## src/rtl/relu_maxpool_if.sv

```systemverilog
// relu_maxpool_if
//   Groups the input and output valid/ready streams of one ReLU + 2x2 max-pool
//   channel.
//   Input stream (into the block):
//     in_valid, in_data[DATA_W] (signed conv value) and in_ready (back to the producer).
//   Output stream (out of the block):
//     out_valid, out_data[DATA_W] (pooled, >= 0), out_last (final beat of a frame)
//     and out_ready (back from the consumer).
//   frame_done is a one-cycle pulse after the out_last beat is accepted.
//   modport slave  : the pooling block.
//   modport master : the environment that drives the stream and consumes it.
interface relu_maxpool_if #(
  parameter int DATA_W = 45
) ();
  logic              in_valid;
  logic              in_ready;
  logic [DATA_W-1:0] in_data;
  logic              out_valid;
  logic              out_ready;
  logic [DATA_W-1:0] out_data;
  logic              out_last;
  logic              frame_done;

  modport slave (
    input  in_valid, in_data, out_ready,
    output in_ready, out_valid, out_data, out_last, frame_done
  );

  modport master (
    output in_valid, in_data, out_ready,
    input  in_ready, out_valid, out_data, out_last, frame_done
  );
endinterface

```

## src/rtl/relu_maxpool.sv

```systemverilog
// relu_maxpool
//   Streaming ReLU followed by 2x2/stride-2 max-pool for one feature channel.
//   Conv results arrive in row-major order, one per accepted beat. The pooled
//   map leaves in row-major order through a single-entry output register.
//   Ports:
//     clk : rising-edge clock
//     rst : asynchronous active-low reset
//     bus : relu_maxpool_if.slave (in_valid/in_ready/in_data,
//           out_valid/out_ready/out_data/out_last, frame_done)
//   Parameters:
//     DATA_W : signed conv value width
//     IN_X   : input rows; must be even
//     IN_Y   : input columns; must be even
module relu_maxpool #(
  parameter int DATA_W = 45,
  parameter int IN_X   = 24,
  parameter int IN_Y   = 24
) (
  input logic          clk,
  input logic          rst,
  relu_maxpool_if.slave bus
);
  localparam int RW   = (IN_X > 1) ? $clog2(IN_X) : 1;
  localparam int CW   = (IN_Y > 1) ? $clog2(IN_Y) : 1;
  localparam int LB_N = IN_Y / 2;
  localparam int LW   = (LB_N > 1) ? $clog2(LB_N) : 1;

  if ((IN_X % 2) != 0 || (IN_Y % 2) != 0 || IN_X < 2 || IN_Y < 2) begin : g_bad_dims
    $error("relu_maxpool: IN_X and IN_Y must be even and at least 2");
  end

  logic [RW-1:0]            r;
  logic [CW-1:0]            c;
  logic signed [DATA_W-1:0] h;
  logic signed [DATA_W-1:0] lb [LB_N];

  logic signed [DATA_W-1:0] din;
  logic signed [DATA_W-1:0] pair;
  logic signed [DATA_W-1:0] lb_rd;
  logic signed [DATA_W-1:0] pooled;
  logic [DATA_W-1:0]        relu_val;
  logic [LW-1:0]            lb_idx;
  logic                     accept;
  logic                     load;
  logic                     last_c;
  logic                     last_r;

  logic              out_valid_q;
  logic              out_last_q;
  logic              frame_done_q;
  logic [DATA_W-1:0] out_data_q;

  // Every beat, emitting or not, waits for room in the output register.
  assign bus.in_ready = !out_valid_q || bus.out_ready;
  assign accept       = bus.in_valid && bus.in_ready;

  assign din    = $signed(bus.in_data);
  assign last_c = (c == CW'(IN_Y - 1));
  assign last_r = (r == RW'(IN_X - 1));
  assign lb_idx = LW'(c >> 1);
  assign lb_rd  = lb[lb_idx];

  assign pair   = (h > din) ? h : din;
  assign pooled = (lb_rd > pair) ? lb_rd : pair;
  // ReLU after the max: max(relu(x)) == relu(max(x)), so one clamp suffices.
  assign relu_val = pooled[DATA_W-1] ? '0 : pooled;

  assign load = accept && r[0] && c[0];

  always_ff @(posedge clk or negedge rst) begin
    if (!rst) begin
      r            <= '0;
      c            <= '0;
      h            <= '0;
      out_valid_q  <= 1'b0;
      out_last_q   <= 1'b0;
      out_data_q   <= '0;
      frame_done_q <= 1'b0;
    end else begin
      frame_done_q <= out_valid_q && bus.out_ready && out_last_q;

      if (accept) begin
        if (last_c) begin
          c <= '0;
          r <= last_r ? '0 : r + RW'(1);
        end else begin
          c <= c + CW'(1);
        end
        if (!c[0]) h <= din;
      end

      // A load can only happen when the register is empty or draining this
      // cycle, so replacing the contents never drops an undelivered value.
      if (load) begin
        out_valid_q <= 1'b1;
        out_data_q  <= relu_val;
        out_last_q  <= last_r && last_c;
      end else if (out_valid_q && bus.out_ready) begin
        out_valid_q <= 1'b0;
        out_last_q  <= 1'b0;
      end
    end
  end

  // Line buffer is never read before an even row has written it, so it needs no reset.
  always_ff @(posedge clk) begin
    if (accept && !r[0] && c[0]) lb[lb_idx] <= pair;
  end

  assign bus.out_valid  = out_valid_q;
  assign bus.out_data   = out_data_q;
  assign bus.out_last   = out_last_q;
  assign bus.frame_done = frame_done_q;
endmodule

```

## src/flat_wrapper.sv

```systemverilog
// flat-port wrapper written by rule: the top's interface ports become plain ports
module relu_maxpool_flat 
#(
  parameter int DATA_W = 45,
  parameter int IN_X   = 24,
  parameter int IN_Y   = 24
)
  (clk, rst, bus_in_valid, bus_in_data, bus_out_ready, bus_in_ready, bus_out_valid, bus_out_data, bus_out_last, bus_frame_done);
  relu_maxpool_if #(.DATA_W(DATA_W)) bus_i ();
  input logic clk;
  input logic rst;
  input wire logic [$bits(bus_i.in_valid)-1:0] bus_in_valid;
  input wire logic [$bits(bus_i.in_data)-1:0] bus_in_data;
  input wire logic [$bits(bus_i.out_ready)-1:0] bus_out_ready;
  output wire logic [$bits(bus_i.in_ready)-1:0] bus_in_ready;
  output wire logic [$bits(bus_i.out_valid)-1:0] bus_out_valid;
  output wire logic [$bits(bus_i.out_data)-1:0] bus_out_data;
  output wire logic [$bits(bus_i.out_last)-1:0] bus_out_last;
  output wire logic [$bits(bus_i.frame_done)-1:0] bus_frame_done;
  assign bus_i.in_valid = bus_in_valid;
  assign bus_i.in_data = bus_in_data;
  assign bus_i.out_ready = bus_out_ready;
  assign bus_in_ready = bus_i.in_ready;
  assign bus_out_valid = bus_i.out_valid;
  assign bus_out_data = bus_i.out_data;
  assign bus_out_last = bus_i.out_last;
  assign bus_frame_done = bus_i.frame_done;
  relu_maxpool #(.DATA_W(DATA_W), .IN_X(IN_X), .IN_Y(IN_Y)) u_core (.clk(clk), .rst(rst), .bus(bus_i));
endmodule
```

## config.mk

```make
export PLATFORM = sky130hd
export DESIGN_NAME = relu_maxpool_flat
export DESIGN_NICKNAME = d
export VERILOG_FILES = /design/src/rtl/relu_maxpool_if.sv /design/src/rtl/relu_maxpool.sv /design/src/flat_wrapper.sv
export SDC_FILE = /design/constraint.sdc
export NUM_CORES = 1
export LEC_CHECK = 0
export CORE_MARGIN = 2
export CORE_UTILIZATION = 30
export DETAILED_ROUTE_END_ITERATION = 7
export PLACE_DENSITY = 0.5
export SLEW_MARGIN = 0
export SYNTH_ARGS = -nofsm -noshare
export SYNTH_HDL_FRONTEND = slang
export SYNTH_SLANG_ARGS = --single-unit
```

## constraint.sdc

```tcl
create_clock -name clk -period 7.9 [get_ports clk]
set_input_delay 1.975 -clock clk [delete_from_list [all_inputs] [get_ports clk]]
set_output_delay 1.975 -clock clk [all_outputs]
set_load 0.005 [all_outputs]
```

==> flow_metrics.env <==
export IMPL_async_flop_share_pct=15.9
export IMPL_required_ps=8420
export IMPL_crit_path_frequent_cell="buf_4"
export IMPL_drc=0
export IMPL_max_slew_margin_pct=29.7
export IMPL_ir_drop_v=0.000203
export IMPL_end_kind="flip-flop"
export IMPL_cts_resized=0
export IMPL_cts_root_buf="clkbuf_16"
export IMPL_grt_max_degree=90
export IMPL_synth_cells=1715
export IMPL_cts_setup_buffers=0
export IMPL_pre_cts_slack_ps=-303
export IMPL_setup_ws_ps=402
export IMPL_cts_tree="built"
export IMPL_start_util_pct=30.3
export IMPL_drtAntennaViolNets=0
export IMPL_hold_depth=2
export IMPL_rr_endpoint="u_core.bus.out_data[43]"
export IMPL_stdcell_count=3190
export IMPL_hold_buffers=0
export IMPL_reg2reg_depth=25
export IMPL_drive_gt1_share_pct=22.5
export IMPL_firstDrtPassIters=5
export IMPL_fin_area_sq_um=33400
export IMPL_skew_ps=19.1
export IMPL_period_minus_slack_ps=7500
export IMPL_clkTransAtPathRegs_ps=50
export IMPL_syn_num_nets=1853
export IMPL_tightest_slew_ps=1050
export IMPL_grt_overflow_total=0
export IMPL_wl_per_cell_um=22.8
export IMPL_crit_slowest_cell="clkdlybuf4s50_1"
export IMPL_leakage_nw=12.1
export IMPL_die_area_sq_um=94800
export IMPL_max_cap_violations=0
export IMPL_synth_seq_cells=642
export IMPL_rsz0062_at_grt="false"
export IMPL_fillCellCount=8583
export IMPL_first_iter_violations=1063
export IMPL_syn_to_final_growth_pct=20.8
export IMPL_power_density_nw_per_um2=404
export IMPL_tns_ps=0
export IMPL_avgSynthCellArea_sq_um=16.1
export IMPL_ys_types=54
export IMPL_holdPathEnd="u_core.bus.out_data[37]"
export IMPL_fmax_mhz=133
export IMPL_diodes=0
export IMPL_synth_area_sq_um=27700
export IMPL_most_common_layout_cells="edfxtp_1 (540), nand2_1 (159), inv_1 (135), mux4_2 (135), buf_4 (133)"
export IMPL_cts_inserted_buffers=72
export IMPL_die_w_um=308
export IMPL_wirelength_mm=72.7
export IMPL_rrSetupSlack_ps=2030
export IMPL_place_congestion=0.809
export IMPL_startpoint_type="input pin"
export IMPL_row_count=111
export IMPL_grt_pass1_vias=16500
export IMPL_antenna_found_initial=1
export IMPL_yosysWarnings=0
export IMPL_clk_latency_ps=620
export IMPL_whs_ps=499
export IMPL_hpwl_mm=46.5
export IMPL_criticalPathCategory="in2reg"
export IMPL_synth_ff_type="edfxtp_1"
export IMPL_maxSlewViolCount=0
export IMPL_arrival_ps=8020
export IMPL_final_common_cell="edfxtp_1"
export IMPL_port_buffers=96
export IMPL_grt_pass1_wl_mm=108
export IMPL_viasPerCell=4.91
export IMPL_synth_edf_count=540
export IMPL_place_area_sq_um=31100
export IMPL_hold_viol_final=0
export IMPL_io_pins=98
export IMPL_r2r_start="u_core.h[27]"
export IMPL_track_usage_pct=15.5
export IMPL_clkSinkCount=642
export IMPL_fin_nets=2083
export IMPL_status="complete, no violations"
export IMPL_hold_start="u_core.bus.out_data[37]"
export IMPL_worstPathMaxFanout=24
export IMPL_totalPowerFinal_mw=13.5
export IMPL_htree_levels=3
export IMPL_post_place_cells=3057
export IMPL_core_area_sq_um=91500
export IMPL_postLayoutCoreUtil_pct=36.5
export IMPL_fp_dieH_um=308
export IMPL_cts_path_max_buffers=3
export IMPL_setup_viol=0
export IMPL_via_count=15700
export IMPL_max_stage_delay_ps=580
export IMPL_min_period_over_period_pct=94.9
export IMPL_min_path_type="reg2reg"
export IMPL_ys_seq_area_share_pct=67.8
[layer usage]
metal  up-vias  wire length [um]  global-route usage [%]
met3        93              3120                    2.22
met4         0              1390                    3.81
met1      8159             34100                    22.3
li1       7069                 -                       -
met2       354             34000                    24.8
met5         -                 0                       0
[report_power, final]
group / switching [mW] / internal, mW / leakage (nW) / total [mW]
sequential: 0.435 / 4.66 / 6.22 / 5.09
clock: 1.37 / 1.93 / 1.11 / 3.30
combinational: 2.86 / 2.25 / 4.77 / 5.11
[registers in the layout, summed over array words and instances, names as in the netlist]
signal                 count
u_core.bus.frame_done      1
u_core.bus.out_last        1
u_core.bus.out_valid       1
u_core.c                   5
u_core.h                  45
u_core.bus.out_data       44
u_core.r                   5
u_core.lb                540
[kinds of logic after synthesis]
| group | count (synthesis) | share of synthesized area [%] |
|---|---|---|
| flops | 642 | 67.8 |
| buf+inv | 219 | 3.17 |
| simple gates | 306 | 4.80 |
| fa+ha+maj | 89 | 4.02 |
| xor+xnor | 3 | 0.0949 |
| compound gates | 268 | 7.26 |
| other cells | 1 | 0.0135 |
| mux | 187 | 12.9 |
[critical path: cells and delay by family]
family	cells	cell delay [ps]
buf+inv	7	1640
simple gates	7	1490
fa+ha+maj	2	540
compound gates	10	2340
[layout make-up]
type,count,area (sq um),area share (%)
clock buffers,97,1940,5.79
clock inverters,36,377,1.13
inverters,135,507,1.51
multi-input cells,854,8170,24.4
flip-flops and latches,642,18800,56.2
well taps,1186,1480,4.44
repair buffers,240,2190,6.55
[synthesized netlist by cell type, types with 4 or more instances]
| cell | n | area [sq um] |
|---|---|---|
| mux4_2 | 135 | 3040 |
| o21a_1 | 40 | 300 |
| ha_1 | 89 | 1110 |
| o221ai_1 | 4 | 35.0 |
| nand2_1 | 159 | 597 |
| nor2_1 | 69 | 259 |
| buf_2 | 5 | 25.0 |
| o31ai_1 | 4 | 30.0 |
| clkbuf_1 | 52 | 195 |
| buf_6 | 6 | 67.6 |
| nand4_1 | 17 | 106 |
| nand2b_1 | 6 | 37.5 |
| nor3_1 | 8 | 40.0 |
| a21oi_1 | 73 | 365 |
| o221ai_2 | 40 | 601 |
| dfrtp_1 | 102 | 2550 |
| nor4_1 | 4 | 25.0 |
| edfxtp_1 | 540 | 16200 |
| o21ai_0 | 59 | 295 |
| inv_1 | 135 | 507 |
| and3_1 | 6 | 37.5 |
| nand3_1 | 20 | 100 |
| a21o_1 | 19 | 143 |
| mux2i_1 | 48 | 480 |
| mux2_2 | 4 | 45.0 |
| and2_1 | 4 | 25.0 |
| buf_1 | 20 | 75.1 |
[worst max-delay path by stage]
stage | start | end | slack, ps
global placement | bus_in_data[3] | u_core.bus.out_data[41] | -290
CTS | bus_in_data[18] | u_core.bus.out_data[36] | 310
global route | bus_in_data[20] | u_core.bus.out_data[43] | 40
floorplan | bus_in_data[27] | u_core.bus.out_data[0] | 610
finish | bus_in_data[20] | u_core.bus.out_data[43] | 400
detailed placement | bus_in_data[18] | u_core.bus.out_data[36] | -300
No activity file was read; power rests on OpenSTA's default activity.
